--- config.mk ---
export PLATFORM = sky130hd
export DESIGN_NAME = flex_counter_multi
export DESIGN_NICKNAME = d
export VERILOG_FILES = /design/src/rtl/flex_counter_pkg.sv /design/src/rtl/flex_counter_ch.sv /design/src/rtl/flex_counter_multi.sv
export SDC_FILE = /design/constraint.sdc
export NUM_CORES = 1
export LEC_CHECK = 0
export ABC_AREA = 1
export BUFFER_PORTS_ARGS = -buffer_cell sky130_fd_sc_hd__buf_2
export CAP_MARGIN = 15
export CORE_UTILIZATION = 56
export CTS_BUF_LIST = sky130_fd_sc_hd__clkbuf_4 sky130_fd_sc_hd__clkbuf_8
export DETAILED_ROUTE_END_ITERATION = 10
export PLACE_DENSITY = 0.87
export SLEW_MARGIN = 20
export SYNTH_ARGS = -nofsm -noshare
export SYNTH_HDL_FRONTEND = slang
export SYNTH_SLANG_ARGS = --single-unit
--- constraint.sdc ---
create_clock -name clk -period 4.8 [get_ports clk]
set_input_delay 0 -clock clk [delete_from_list [all_inputs] [get_ports clk]]
set_output_delay 0 -clock clk [all_outputs]
set_load 0.005 [all_outputs]
--- src/rtl/flex_counter_pkg.sv ---
// Shared types for the multi-channel flexible counter.
// Rollover modes and the wide all-ones source constant.
package flex_counter_pkg;

  typedef enum logic [1:0] {
    CNT_WRAP1 = 2'b00,
    CNT_WRAP0 = 2'b01,
    CNT_SAT   = 2'b10,
    CNT_FREE  = 2'b11
  } cnt_mode_t;

  localparam int MAX_CNT_BITS = 32;

  // Channels slice their own all-ones value out of this.
  localparam logic [MAX_CNT_BITS-1:0] ALL_ONES_MAX = '1;

endpackage

--- src/rtl/flex_counter_ch.sv ---
// One counter channel: count, rollover flag,
// wrap pulse and sticky overflow registers.
module flex_counter_ch
  import flex_counter_pkg::*;
#(
  parameter int NUM_CNT_BITS = 4
) (
  input  logic                    clk,
  input  logic                    n_rst,
  input  logic                    clear,
  input  logic                    count_enable,
  input  logic                    load,
  input  logic [NUM_CNT_BITS-1:0] load_val,
  input  logic [NUM_CNT_BITS-1:0] rollover_val,
  input  cnt_mode_t               mode,
  input  logic                    ovf_clr,
  output logic [NUM_CNT_BITS-1:0] count_out,
  output logic                    rollover_flag,
  output logic                    wrap_pulse,
  output logic                    ovf_sticky
);

  localparam logic [NUM_CNT_BITS-1:0] ALL_ONES =
    ALL_ONES_MAX[NUM_CNT_BITS-1:0];
  localparam logic [NUM_CNT_BITS-1:0] ONE =
    {{(NUM_CNT_BITS-1){1'b0}}, 1'b1};

  logic [NUM_CNT_BITS-1:0] r_cnt;
  logic                    r_flag;
  logic                    r_pulse;
  logic                    r_sticky;

  logic [NUM_CNT_BITS-1:0] w_next;
  logic [NUM_CNT_BITS-1:0] w_inc;
  logic                    w_at_rv;
  logic                    w_at_max;
  logic                    w_wrap;
  logic                    w_lost;
  logic                    w_sticky;

  assign w_inc    = r_cnt + ONE;
  assign w_at_rv  = (r_cnt == rollover_val);
  assign w_at_max = (r_cnt == ALL_ONES);

  // Clear and load override counting and never wrap.
  always_comb begin
    w_next = r_cnt;
    w_wrap = 1'b0;
    w_lost = 1'b0;
    if (clear) begin
      w_next = '0;
    end else if (load) begin
      w_next = load_val;
    end else if (count_enable) begin
      unique case (mode)
        CNT_WRAP1: begin
          w_next = w_at_rv ? ONE : w_inc;
          w_wrap = w_at_rv | w_at_max;
        end
        CNT_WRAP0: begin
          w_next = w_at_rv ? '0 : w_inc;
          w_wrap = w_at_rv | w_at_max;
        end
        CNT_SAT: begin
          w_next = w_at_rv ? r_cnt : w_inc;
          w_lost = w_at_rv;
          w_wrap = ~w_at_rv & w_at_max;
        end
        default: begin
          w_next = w_inc;
          w_wrap = w_at_max;
        end
      endcase
    end
  end

  always_comb begin
    w_sticky = r_sticky;
    if (w_wrap | w_lost) begin
      w_sticky = 1'b1;
    end else if (ovf_clr) begin
      w_sticky = 1'b0;
    end
  end

  always_ff @(posedge clk or negedge n_rst) begin
    if (!n_rst) begin
      r_cnt    <= '0;
      r_flag   <= 1'b0;
      r_pulse  <= 1'b0;
      r_sticky <= 1'b0;
    end else begin
      r_cnt    <= w_next;
      r_flag   <= (w_next == rollover_val);
      r_pulse  <= w_wrap;
      r_sticky <= w_sticky;
    end
  end

  assign count_out     = r_cnt;
  assign rollover_flag = r_flag;
  assign wrap_pulse    = r_pulse;
  assign ovf_sticky    = r_sticky;

endmodule

--- src/rtl/flex_counter_multi.sv ---
// NUM_CH independent flexible counters sharing
// one clock and asynchronous reset.
module flex_counter_multi
  import flex_counter_pkg::*;
#(
  parameter int NUM_CNT_BITS = 4,
  parameter int NUM_CH       = 2
) (
  input  logic                                 clk,
  input  logic                                 n_rst,
  input  logic [NUM_CH-1:0]                    clear,
  input  logic [NUM_CH-1:0]                    count_enable,
  input  logic [NUM_CH-1:0]                    load,
  input  logic [NUM_CH-1:0][NUM_CNT_BITS-1:0]  load_val,
  input  logic [NUM_CH-1:0][NUM_CNT_BITS-1:0]  rollover_val,
  input  cnt_mode_t [NUM_CH-1:0]               mode,
  input  logic [NUM_CH-1:0]                    ovf_clr,
  output logic [NUM_CH-1:0][NUM_CNT_BITS-1:0]  count_out,
  output logic [NUM_CH-1:0]                    rollover_flag,
  output logic [NUM_CH-1:0]                    wrap_pulse,
  output logic [NUM_CH-1:0]                    ovf_sticky
);

  for (genvar g = 0; g < NUM_CH; g++) begin : g_ch
    flex_counter_ch #(
      .NUM_CNT_BITS(NUM_CNT_BITS)
    ) u_ch (
      .clk          (clk),
      .n_rst        (n_rst),
      .clear        (clear[g]),
      .count_enable (count_enable[g]),
      .load         (load[g]),
      .load_val     (load_val[g]),
      .rollover_val (rollover_val[g]),
      .mode         (mode[g]),
      .ovf_clr      (ovf_clr[g]),
      .count_out    (count_out[g]),
      .rollover_flag(rollover_flag[g]),
      .wrap_pulse   (wrap_pulse[g]),
      .ovf_sticky   (ovf_sticky[g])
    );
  end

endmodule

Word-level counts from Yosys, hierarchy flattened
Cells that the tools add are included.
{ "word_totals": {"reg_bits": 14, "in_bits": 30, "out_inout_bits": 14, "word_cells": 68} }
{ "classes": {"add_sub_neg": 2, "n_eq_ne": 10, "muxes": 34, "bitwise_logic": 8, "reduce_logical": 6} }
{ "ops": {"columns": ["op", "count"], "rows": [
  ["2-to-1 mux 4 bit", 12],
  ["case mux 4 bit (3 select lines)", 2],
  ["2-to-1 mux 1 bit", 18],
  ["equality test 4 bit", 4],
  ["adder 4 x 1 -> 4 bit (second input constant)", 2],
  ["equality test 4 bit (second input constant)", 2],
  ["equality test 2 x 1 -> 1 bit (second input constant)", 2],
  ["equality test 2 bit (second input constant)", 2],
  ["logical NOT 2 bit", 2],
  ["bitwise OR 1 bit", 4],
  ["case mux 1 bit (2 select lines)", 2],
  ["nonzero test 2 bit", 2],
  ["OR reduction 2 bit", 2],
  ["bitwise AND 1 bit", 2],
  ["inverter 1 bit", 2]
]} }

Depth between registers and ports, before layout
{ "depth": {"word_depth": 9, "depth_mapped": 16, "depth_no_buf": 16} }

Cells and area by module
From an unflattened synthesis, not the netlist that was laid out.
{ "hier_totals": {"cells_unflattened": 218, "hier_area_um2": 1278.7} }
{ "by_module_without_submodules": {"columns": ["mod", "instances", "cells_per_inst", "area_each_um2", "seq_area_each_um2"], "rows": [
  ["flex_counter_ch", 2, 109, 639.4, 175.2]
]} }

Worst setup path before layout
Ideal clock, no wire load.
{ "synth_path": {"path_kind": "reg-to-reg", "from": "register g_ch[1].u_ch.r_cnt[0]", "to": "register g_ch[1].u_ch.r_flag", "setup_ns": 0.114, "arrival_ns": 1.835, "required_time_ns": 4.686, "path_slack_ns": 2.851, "path_stages_with_launch": 15, "path_buffers": 0, "period_less_slack_ns": 1.949, "cell_sequence": "dfrtp_1 -> inv_2 -> nand2_1 -> nand2_1 -> nor2_2 -> nand2_1 -> ha_1 -> nor3_1 -> nor3_1 -> o21ai_0 -> nand3_1 -> nand2_1 -> nand2_1 -> nand3_1 -> nor2_1"} }
{ "synth_between": {"elab_chain_cells": 7, "elab_cells_between_ends": 10, "cone_classes": "1 x add/sub; 2 x eq/ne; 7 x mux"} }
{ "synth_lines": {"columns": ["item", "line", "rtl"], "rows": [
  ["start: declaration", "flex_counter_ch.sv:28", "logic [NUM_CNT_BITS-1:0] r_cnt;"],
  ["start signal: assignment", "flex_counter_ch.sv:93", "r_cnt <= w_next;"],
  ["adder 4 x 1 -> 4 bit or equality test 4 bit (tied branches)", "flex_counter_ch.sv:41, flex_counter_ch.sv:42", null],
  ["2-to-1 mux 4 bit (on tied branches)", "flex_counter_ch.sv:65, flex_counter_ch.sv:57, flex_counter_ch.sv:61", null],
  ["case mux 4 bit (3 select lines)", "flex_counter_ch.sv:55", "unique case (mode)"],
  ["2-to-1 mux 4 bit (*)", "flex_counter_ch.sv:54", "end else if (count_enable) begin"],
  ["2-to-1 mux 4 bit (*)", "flex_counter_ch.sv:52", "end else if (load) begin"],
  ["2-to-1 mux 4 bit (*)", "flex_counter_ch.sv:50", "if (clear) begin"],
  ["equality test 4 bit (*)", "flex_counter_ch.sv:94", "r_flag <= (w_next == rollover_val);"],
  ["end signal: assignment", "flex_counter_ch.sv:94", null],
  ["end: declaration", "flex_counter_ch.sv:29", "logic r_flag;"]
]} }
Mark *: on every way between the ends. The rest lies on a longest branch, timed or not.
A chain may end at the register's enable or synchronous reset.

Worst setup path in the final report
{ "layout_path": {"from": "register g_ch[0].u_ch.r_cnt[0]", "to": "register g_ch[0].u_ch.r_flag"} }
{ "layout_between": {"elab_chain_cells": 7, "elab_cells_between_ends": 10, "cone_classes": "1 x add/sub; 2 x eq/ne; 7 x mux"} }
{ "layout_lines": {"columns": ["item", "line"], "rows": [
  ["start: declaration", "flex_counter_ch.sv:28"],
  ["start signal: assignment", "flex_counter_ch.sv:93"],
  ["adder 4 x 1 -> 4 bit or equality test 4 bit (tied branches)", "flex_counter_ch.sv:41, flex_counter_ch.sv:42"],
  ["2-to-1 mux 4 bit (on tied branches)", "flex_counter_ch.sv:65, flex_counter_ch.sv:57, flex_counter_ch.sv:61"],
  ["case mux 4 bit (3 select lines)", "flex_counter_ch.sv:55"],
  ["2-to-1 mux 4 bit (*)", "flex_counter_ch.sv:54"],
  ["2-to-1 mux 4 bit (*)", "flex_counter_ch.sv:52"],
  ["2-to-1 mux 4 bit (*)", "flex_counter_ch.sv:50"],
  ["equality test 4 bit (*)", "flex_counter_ch.sv:94"],
  ["end signal: assignment", "flex_counter_ch.sv:94"],
  ["end: declaration", "flex_counter_ch.sv:29"]
]} }
Marked as above.

==> results by group <==
Cells and area
  • Fin cells: 300
  • Nets: 309
  • Layout filler cell count: 209
  • Diode count: 0
  • Share of post-route cells with drive strength above 1: 23.5%
  • Register area: 350 um2
  • Synth-to-Final Area Change: 21.0%
  • Multi-input logic area: 773 um2

Worst setup path
  • Critical Path Fanout Max: 8
  • Crit path DAT: 2.38 ns
  • Crit Path Category: register to register
  • Crit path to: g_ch[0].u_ch.rollover_flag$_DFF_PN0_
  • R2R cell count: 14
  • R2r endpoint: g_ch[0].u_ch.rollover_flag$_DFF_PN0_
  • Worst setup startpoint: g_ch[0].u_ch.count_out[0]$_DFF_PN0_
  • CP Capture Type: register
  • Worst endpoint required time: 4.98 ns
  • R2R Setup Slk: 2.60 ns
  • CP Launch Type: register
  • Worst R2R Start: g_ch[0].u_ch.count_out[0]$_DFF_PN0_

Synth
  • Count of cell types in the netlist: 18
  • Synth top area share: 26.1%
  • Largest cells by area after synthesis: dfrtp_1, nand2_1, inv_1
  • Synthesized Nets: 263
  • Synthesis-stage register bit count: 14
  • Area leader, netlist: dfrtp_1
  • Cell Area, Synth: 1340 um2
  • Mean Syn Cell Area: 5.91 um2
  • Mapped Cells: 227
  • YS warnings: 0
  • Sequential area share after synthesis: 26.1%

Placement
  • DPL Wire Length: 2400 um
  • Port bufs: 43
  • Cell Count Post-Placement: 292
  • Place WS: 2.62 ns
  • GP Congestion: 0.890

Power and ir drop
  • P_leak: 1.03 nW
  • Total power divided by cell area: 201 nW/um2
  • Maximum VDD drop: 187 uV

Drt
  • Final ANT Viol Nets: 0
  • Total Routed Length: 2980 um
  • Via count: 1470
  • DR pass1 iterations: 4
  • 1st-iter DRT viols: 25
  • Drt drc: 0
  • Vias/cell: 4.90
  • DR WL/cell: 9.95 um

Clock network
  • Clock buffer count from CTS: 3
  • Post-CTS setup buffer count: 0
  • CTS tree: yes
  • Clock transition at path regs: 0.09 ns
  • CTS Buffer Depth: 2
  • CTS Sinks: 14
  • H-tree depth: 1
  • Clk root buf: clkbuf_4
  • Worst skew pair latency: 0.28 ns

Floorplan
  • Die Area: 2590 um2
  • Std cell rows: 17
  • Die H: 50.9 um
  • Ports: 44
  • Core ar.: 2230 um2
  • Starting density of the core: 60.1%
  • DIE WIDTH: 50.9 um

Timing
  • Skew final: 0.00381 ns
  • Worst-margin pin slew: 0.315 ns
  • Setup TNS: 0 ns
  • Final Hold Vio Count: 0
  • Setup Viol. Count Final: 0
  • Max Clock Freq: 455 MHz
  • Final number of max-transition violations: 0
  • Crit path time final: 2.20 ns
  • Final WS setup: 2.60 ns
  • Slew headroom: 79.0%
  • RSZ-0062 raised after global routing: false
  • Fin crit share: 45.8%

Worst hold path
  • Hold Path Class: input port to register

Global routing
  • Vias in the first global route: 1269
  • Initial antenna violation count: 0
  • Total congestion overflow: 0
  • Largest net degree at the start of global routing: 15
  • Global-route wire length before repair: 5230 um
  • Gr usage total: 26.6%

Outcome
  • Status: finished clean

Job
  • Max_cap viols: 0
==> cells in the mapped netlist <==
cell and n:
nand2_1 78, inv_1 41, nor2_1 23, nand3_1 21, dfrtp_1 14, a21oi_1 6, buf_4 6, ha_1 6
nor3_1 6, inv_2 5, nand2_2 4, nand3_2 4, o21ai_0 4, nand4_1 3, nor2_2 2, nor2_4 2
o221ai_1 1, o22ai_1 1
==> routing by layer <==
| metal | wire, um | global-route usage (%) | part of all wire (%) |
|---|---|---|---|
| met5 | 0 | 0 | 0 |
| met4 | 18 | 3.70 | 0.60 |
| met3 | 148 | 6.25 | 5.0 |
| met2 | 1390 | 43.9 | 47 |
| met1 | 1430 | 35.8 | 48 |
==> cell usage in the layout, fill, tap and decap left out, types with 5 or more instances in the layout <==
cell type and instances:
inv_2 5, nand3_1 21, nand2_1 78, nor2_1 23
a21oi_1 6, buf_2 43, dfrtp_1 14, ha_1 6
inv_1 41, nor3_1 6
==> worst min-delay path by stage <==
stage          slack [ns]                                   end             from  cells past startpoint
6_report            0.008  g_ch[1].u_ch.rollover_flag$_DFF_PN0_  rollover_val[7]                      4
5_1_grt              0.03   g_ch[1].u_ch.count_out[2]$_DFF_PN0_         clear[1]                      4
4_1_cts             0.003  g_ch[1].u_ch.rollover_flag$_DFF_PN0_  rollover_val[7]                      4
3_5_place_dp        -0.09   g_ch[1].u_ch.ovf_sticky$_DFFE_PN0P_            n_rst                      1
3_3_place_gp        -0.09   g_ch[1].u_ch.count_out[0]$_DFF_PN0_            n_rst                      1
2_1_floorplan       -0.30   g_ch[0].u_ch.count_out[0]$_DFF_PN0_            n_rst                      0
==> flip-flops by register name, indices dropped and copies added, names as in the netlist <==
signal	flops
g_ch.u_ch.count_out	8
g_ch.u_ch.ovf_sticky	2
g_ch.u_ch.wrap_pulse	2
g_ch.u_ch.rollover_flag	2
==> report_power, final <==
group          internal [mW]  switching (mW)
Clock                 0.0462          0.0391
Sequential             0.124         0.00970
Combinational         0.0433          0.0634
==> logic make-up (layout without fill, tap and decap cells) <==
family                   after synthesis  after routing  share of synthesized area (%)
AO/OA/AOI/OAI                         12             12                           4.85
AND/OR/NAND/NOR                      143            143                           47.2
flip-flops                            14             14                           26.1
buffers and inverters                 52             97                           16.2
adder cells (fa/ha/maj)                6              6                           5.60
==> area by class of cell <==
type                            count  area share (%)
Multi-Input combinational cell    161            47.6
Clock buffer                        4            2.24
Tap cell                           28            2.16
Sequential cell                    14            21.6
Inverter                           46            10.6
Timing Repair Buffer               47            15.7
==> through the flow <==
step | hold slack, ns | cell area (um2) | util (%) | total power, mW
detailed placement | -0.0870 | 1550 | 69.2 | 0.240
global placement | -0.0871 | 1550 | 69.2 | 0.238
finish | 0.00806 | 1620 | 72.7 | 0.326
CTS | 0.00326 | 1620 | 72.7 | 0.329
floorplan | -0.296 | 1340 | - | 0.202
global route | 0.0271 | 1620 | 72.7 | 0.353
==> critical path, cell delays in order (launching register included) <==
cell and delay (ns):
dfrtp_1 0.49, inv_2 0.07, nand2_1 0.06, nand2_1 0.08
nor2_4 0.14, nand2_1 0.09, ha_1 0.27, nor3_1 0.17
nor3_1 0.07, o21ai_0 0.23, nand3_1 0.15, nand2_1 0.08
nand2_1 0.07, nand3_1 0.08, nor2_1 0.04
==> timing repair <==
action,4_1_cts,5_1_grt
resized for setup,0,0
endpoints found under the hold margin,17,0
hold buffers,4,0
Note: power is estimated with default switching activity, not from simulation.
